$ cat src/rtl/tetris_pkg.sv
// Shared playfield geometry, score table and line-clear sequencer state encoding.
package tetris_pkg;

    localparam int ROWS    = 20;
    localparam int COLS    = 10;
    localparam int CELL_W  = 5;
    localparam int ROW_W   = COLS * CELL_W;
    localparam int ROW_AW  = $clog2(ROWS);
    localparam int CNT_W   = $clog2(ROWS + 1);
    localparam int SCORE_W = 11;

    localparam logic [CELL_W-1:0] CELL_EMPTY = '0;

    localparam logic [SCORE_W-1:0] SCORE_1 = 11'd40;
    localparam logic [SCORE_W-1:0] SCORE_2 = 11'd100;
    localparam logic [SCORE_W-1:0] SCORE_3 = 11'd300;
    localparam logic [SCORE_W-1:0] SCORE_4 = 11'd1200;

    typedef enum logic [2:0] {
        IDLE,
        RD,
        EV,
        FILL,
        DONE
    } lcs_state_e;

    // Anything beyond four lines scores as a tetris.
    function automatic logic [SCORE_W-1:0] score_for(input logic [CNT_W-1:0] n);
        case (n)
            CNT_W'(0): score_for = '0;
            CNT_W'(1): score_for = SCORE_1;
            CNT_W'(2): score_for = SCORE_2;
            CNT_W'(3): score_for = SCORE_3;
            default:   score_for = SCORE_4;
        endcase
    endfunction

endpackage

$ cat src/rtl/row_full_detect.sv
// Combinational full-row test: a row is full when no cell holds the empty code.
module row_full_detect
    import tetris_pkg::*;
#(
    parameter int N_CELLS   = COLS,
    parameter int CELL_BITS = CELL_W
) (
    input  logic [N_CELLS*CELL_BITS-1:0] row,
    output logic                         full
);

    always_comb begin
        full = 1'b1;
        for (int i = 0; i < N_CELLS; i++) begin
            if (row[i*CELL_BITS +: CELL_BITS] == CELL_BITS'(CELL_EMPTY))
                full = 1'b0;
        end
    end

endmodule

$ cat src/rtl/line_clear_sequencer.sv
// Bottom-up row-clear and compaction pass over the playfield map, run after each piece lock.
module line_clear_sequencer
    import tetris_pkg::*;
(
    input  logic               CLOCK_50,
    input  logic               RESET_N,
    input  logic               start,
    output logic               busy,
    output logic               done,
    output logic [ROW_AW-1:0]  map_raddr,
    input  logic [ROW_W-1:0]   map_rdata,
    output logic [ROW_AW-1:0]  map_waddr,
    output logic [ROW_W-1:0]   map_wdata,
    output logic               map_we,
    output logic [CNT_W-1:0]   lines_cleared,
    output logic [SCORE_W-1:0] score_add
);

    lcs_state_e        state, state_nxt;
    logic [ROW_AW-1:0] rd, rd_nxt;
    logic [ROW_AW-1:0] wr, wr_nxt;
    logic [CNT_W-1:0]  cnt, cnt_nxt;
    logic              row_full;

    row_full_detect u_row_full (
        .row  (map_rdata),
        .full (row_full)
    );

    // NOTE: sequential state uses non-blocking assignments so every register samples pre-edge values.
    always_ff @(posedge CLOCK_50 or negedge RESET_N) begin
        if (!RESET_N) begin
            state         <= IDLE;
            rd            <= '0;
            wr            <= '0;
            cnt           <= '0;
            lines_cleared <= '0;
            score_add     <= '0;
        end else begin
            state <= state_nxt;
            rd    <= rd_nxt;
            wr    <= wr_nxt;
            cnt   <= cnt_nxt;
            // Results become visible together with the done pulse.
            if (state_nxt == DONE) begin
                lines_cleared <= cnt_nxt;
                score_add     <= score_for(cnt_nxt);
            end
        end
    end

    // NOTE: every output of this block gets a default first, so no path can infer a latch.
    always_comb begin
        state_nxt = state;
        rd_nxt    = rd;
        wr_nxt    = wr;
        cnt_nxt   = cnt;
        map_we    = 1'b0;
        map_wdata = '0;

        case (state)
            IDLE: begin
                if (start) begin
                    rd_nxt    = ROW_AW'(ROWS - 1);
                    wr_nxt    = ROW_AW'(ROWS - 1);
                    cnt_nxt   = '0;
                    state_nxt = RD;
                end
            end

            RD: state_nxt = EV;

            EV: begin
                if (row_full) begin
                    cnt_nxt = cnt + CNT_W'(1);
                end else begin
                    // A row that would land on itself needs no write.
                    if (wr != rd) begin
                        map_we    = 1'b1;
                        map_wdata = map_rdata;
                    end
                    if (wr != '0)
                        wr_nxt = wr - ROW_AW'(1);
                end

                if (rd == '0) begin
                    state_nxt = (cnt_nxt != '0) ? FILL : DONE;
                end else begin
                    rd_nxt    = rd - ROW_AW'(1);
                    state_nxt = RD;
                end
            end

            FILL: begin
                map_we = 1'b1;
                if (wr == '0)
                    state_nxt = DONE;
                else
                    wr_nxt = wr - ROW_AW'(1);
            end

            DONE: state_nxt = IDLE;

            default: state_nxt = IDLE;
        endcase
    end

    assign busy      = (state == RD) || (state == EV) || (state == FILL);
    assign done      = (state == DONE);
    assign map_raddr = rd;
    assign map_waddr = wr;

endmodule

$ cat config.mk
export PLATFORM = sky130hd
export DESIGN_NAME = line_clear_sequencer
export DESIGN_NICKNAME = d
export VERILOG_FILES = /design/src/rtl/tetris_pkg.sv /design/src/rtl/row_full_detect.sv /design/src/rtl/line_clear_sequencer.sv
export SDC_FILE = /design/constraint.sdc
export NUM_CORES = 1
export LEC_CHECK = 0
export BUFFER_PORTS_ARGS = -buffer_cell sky130_fd_sc_hd__buf_2
export CAP_MARGIN = 20
export CORE_MARGIN = 1.5
export CORE_UTILIZATION = 25
export DETAILED_ROUTE_END_ITERATION = 10
export GPL_TIMING_DRIVEN = 0
export MAX_ROUTING_LAYER = met4
export PLACE_DENSITY_LB_ADDON = 0.25
export SKIP_LAST_GASP = 1
export SYNTH_ARGS = -nofsm -noshare
export SYNTH_HDL_FRONTEND = slang
export SYNTH_HIERARCHICAL = 1
export SYNTH_SLANG_ARGS = --single-unit
$ cat constraint.sdc
create_clock -name CLOCK_50 -period 2.2 [get_ports CLOCK_50]
set_input_delay 0.22 -clock CLOCK_50 [delete_from_list [all_inputs] [get_ports CLOCK_50]]
set_output_delay 0.22 -clock CLOCK_50 [all_outputs]
set_load 0.1 [all_outputs]
==> impl_summary.md <==
Cells and area
For this run, the number of standard cells in the final layout without fillers is 501. Compared with the post-synthesis result, the final layout area differs by 106.5%. The count of antenna diodes in the layout is 0. In the final layout, the share of cells above drive strength 1 is 68.69%.

In the layout the commonest cells are buf_2 (74), buf_12 (52), and2_4 (51). The most common cell after layout, fill and taps aside is buf_2. In the final design database the tool counted 453 nets.

Logic synthesis
The biggest area contributor in the post-synthesis netlist is dfrtp_1. In the synthesized netlist the dominant register cell turns out to be dfrtp_1. Synthesis inferred 29 register bits. The summed instance area of the synthesized netlist is 2161 um2. The share of synthesized flip-flops with an asynchronous set or reset is 100.0%. In this run, synthesis inferred 0 flip-flops with an integrated enable. The netlist uses 58 different library cells. The area share of the largest cell type after synthesis is 33.58%.

Sequential elements use 33.58% of the synthesized area. For this run, the number of Yosys warnings is 6. In the synthesized netlist, the number of instances is 241. A synthesized cell averages 8.966 um2. Sorting the synthesized cells by area gives the leading types as dfrtp_1 (34%), and2_1 (15%), nor2_1 (4.0%).

Global routing
Entering global routing, the biggest net connects 30 pins. After global routing the overflow that remains totals 0. The via count of the first global-routing pass came to 2,510. The first global-routing pass estimated 12,330 um of wire.

For this run, the total global-route usage over all layers was measured as 17.91%. The initial antenna violation count is 0.

Route
For this run, the detailed router's first-pass iteration total came to 4. The post-detailed-route DRC marker count is 0. Once detail routing completed, the nets flagged for antenna violations numbered 0. Dividing the detail-routed via count by the number of cells gives 4.860. The overall via count from detail_route is 2,435. The violation count after the first detailed-routing iteration is 101. After detailed routing, the average wire length per cell comes to 16.36 um. After detailed routing, the total wire length is 8198 um.

Floorplan
The core region is 8299 um2. The x dimension of the die is 95.97 um. The area of the die is 9210 um2.

The I/O pin count is 132. The die height is 95.97 um. The initial utilization of the core area, before any placement, comes to 26.04%. The floorplan has 33 rows.

Status
The checks that failed: negative setup slack. The flow ran to the end, but the final reports show violations.

Timing
Clock skew on the completed layout was measured at 0.004705 ns. Final hold analysis gives a worst-case slack of 0.3343 ns. Derived from the worst setup path, the maximum achievable clock frequency is 0.4127 GHz. The number of pins with negative max-slew slack in the final report is 0. The final number of hold-violating endpoints came to 0. The post-route fraction of the period consumed by the critical path is 110.1%. Setup violations remaining at the end of the flow were counted as 63. Counting I/O delays and the setup requirement, the final critical path takes 2.423 ns.

In this run the tightest slew margin relative to its limit is 54.92%. At the pin with the least slew margin, the transition time is 0.6762 ns. In the post-route analysis, the smallest setup slack over all paths is -0.2232 ns. Setup repair after global routing could not meet its margin everywhere.

Power
The analysis attributes to cell leakage a power of 2.015 nW. Power spread over the standard cell area amounts to 1307 nW/um2. The largest voltage drop on the vdd net is 0.6682 mV. Cell internal power was estimated by the tool at 0.002414 W. In this run, the combinational gates consume 74.4% of the power. For this design the total switching power over the nets is 0.003420 W. In this run switching power makes up 58.62% of total power. The share of total power in the clock network is 8.4%. Sequential cells account for 17.2% of the total power.

Clocking
The H-tree was split into 2 levels. The clock latency on the worst-skew pair is 0.28 ns. The clock passes through at most 2 buffers.

In this run the clock root is driven by a clkbuf_8. The clock-pin slew on the worst setup and hold paths is 0.06 ns. TritonCTS built the clock tree. The number of sinks on the clock net is 29. The number of clock buffers inserted by TritonCTS is 5.

Placed design
The congestion estimate from routability-driven global placement came to 0.8050. The number of input and output port buffers inserted is 128. After legalization and detailed placement, the total HPWL measured 5388 um. The instance count after placement with tap cells included is 476.

Worst setup path
The kind of end point of the critical path is a flop. By startpoint and endpoint, the worst setup path is classified as in -> reg. The worst setup path is launched from an input pin. The signal arrival time at the worst endpoint is 2.62 ns.

The top fanout value on the critical path is 6. For the worst setup path, the data required time is 2.40 ns. Setup slack on the worst reg-to-reg path comes out at -0.12 ns.

Flow run
The number of maximum-capacitance constraint violations is 0.

Worst hold path
The path class of the tightest hold or removal check is in -> reg.
## sequential cells by signal, indices dropped and copies added, names as in the netlist
| name | cells |
|---|---|
| cnt | 5 |
| lines_cleared | 5 |
| map_raddr | 5 |
| map_waddr | 5 |
| score_add | 6 |
| state | 3 |
## metrics by stage
step | instance area, um2 | power (W) | utilization [%] | setup TNS, ns | worst slack [ns]
after floorplan | 2347 | 0.004029 | - | -17.36 | -0.4932
after global placement | 3119 | 0.004580 | 37.58 | -73.51 | -1.244
after detailed placement | 3119 | 0.004602 | 37.58 | -76.06 | -1.297
after CTS | 4298 | 0.005723 | 51.79 | -15.78 | -0.3443
after global routing | 4463 | 0.006118 | 53.78 | -12.90 | -0.2979
final | 4463 | 0.005834 | 53.78 | -10.17 | -0.2232
## power groups by stage
stage / logic, W / clock network (W) / registers, W
5_1_grt: 0.00456 / 0.000517 / 0.00104
6_report: 0.00434 / 0.000489 / 0.00100
2_1_floorplan: 0.00199 / 0 / 0.00204
3_3_place_gp: 0.00359 / 0 / 0.000994
3_5_place_dp: 0.00360 / 0 / 0.00100
4_1_cts: 0.00422 / 0.000503 / 0.000998
## what timing repair did
action / in CTS / in global routing
hold buffers: 1 / 0
buffers inserted: 12 / 3
endpoints found under the hold margin: 29 / 0
pin swaps: 29 / 21
resized for setup: 237 / 28
setup endpoints to repair: 66 / 70
cloned: 2 / 1
## synth_stat cells, types with 2 or more instances
master / number
inv_1: 6
nand2_1: 9
and3_1: 3
a211oi_1: 2
buf_2: 2
a31oi_1: 2
mux2_1: 5
nand3_1: 10
ha_1: 5
nor4b_1: 2
buf_4: 5
xnor2_1: 7
dfrtp_1: 29
and2_1: 51
clkbuf_1: 6
o21a_1: 2
nor3_1: 7
o22ai_1: 2
nor2_1: 23
a21oi_1: 4
or4_1: 9
nor3b_1: 2
xor2_1: 7
buf_6: 2
or3_1: 2
o31ai_2: 2
a211o_1: 2
o21ai_1: 3
## final cells by class
cell class | count | area (um2)
flip-flops and latches | 29 | 734.5
fillers | 676 | 3836
multi-input cells | 191 | 1669
clock inverters | 1 | 5.005
well taps | 105 | 131.4
plain buffers | 13 | 155.1
inverters | 8 | 42.54
repair buffers | 147 | 1629
clock buffers | 7 | 96.34
## metal layers
metal / track usage (%) / up-vias / share of wire [%] / wire (um)
li1: - / 1139 / - / -
met1: 17.82 / 1157 / 36 / 2962
met2: 32.39 / 113 / 53 / 4314
met3: 3.476 / 26 / 7.2 / 591
met4: 10.29 / 0 / 4.0 / 330
met5: - / - / 0 / 0
## kinds of logic (layout without fill, tap and decap cells)
logic type	count (synthesis)	after routing	synth area share, %
and+or+nand+nor	134	134	37.81
buffers and inverters	23	176	5.732
DFF	29	29	33.58
muxes	6	6	3.127
xor gates and xnor gates	14	14	5.675
adders and majority gates	5	5	2.895
other	1	3	0.1735
AOI/OAI and AO/OA	29	29	11.00
## path summary, 6_finish.rpt
check                               from           end  cells after the start
max                        map_rdata[43]  score_add[8]                     11
min                                start  map_waddr[4]                      3
max reg2reg                       cnt[0]  score_add[8]                      6
max in group asynchronous        RESET_N      state[2]                      2
min reg2reg                 score_add[6]  score_add[6]                      2
min in group asynchronous        RESET_N  map_waddr[1]                      2
## worst max-delay path: stages
cell     delay [ns]
buf_6          0.09
or4_4          0.54
nor2_4         0.15
nor4_4         0.07
and3_4         0.21
buf_6          0.14
nand2_4        0.05
nor3_2         0.04
a211o_1        0.32
or4b_4         0.56
o31ai_2        0.22
(Power assumes the default switching activity.)
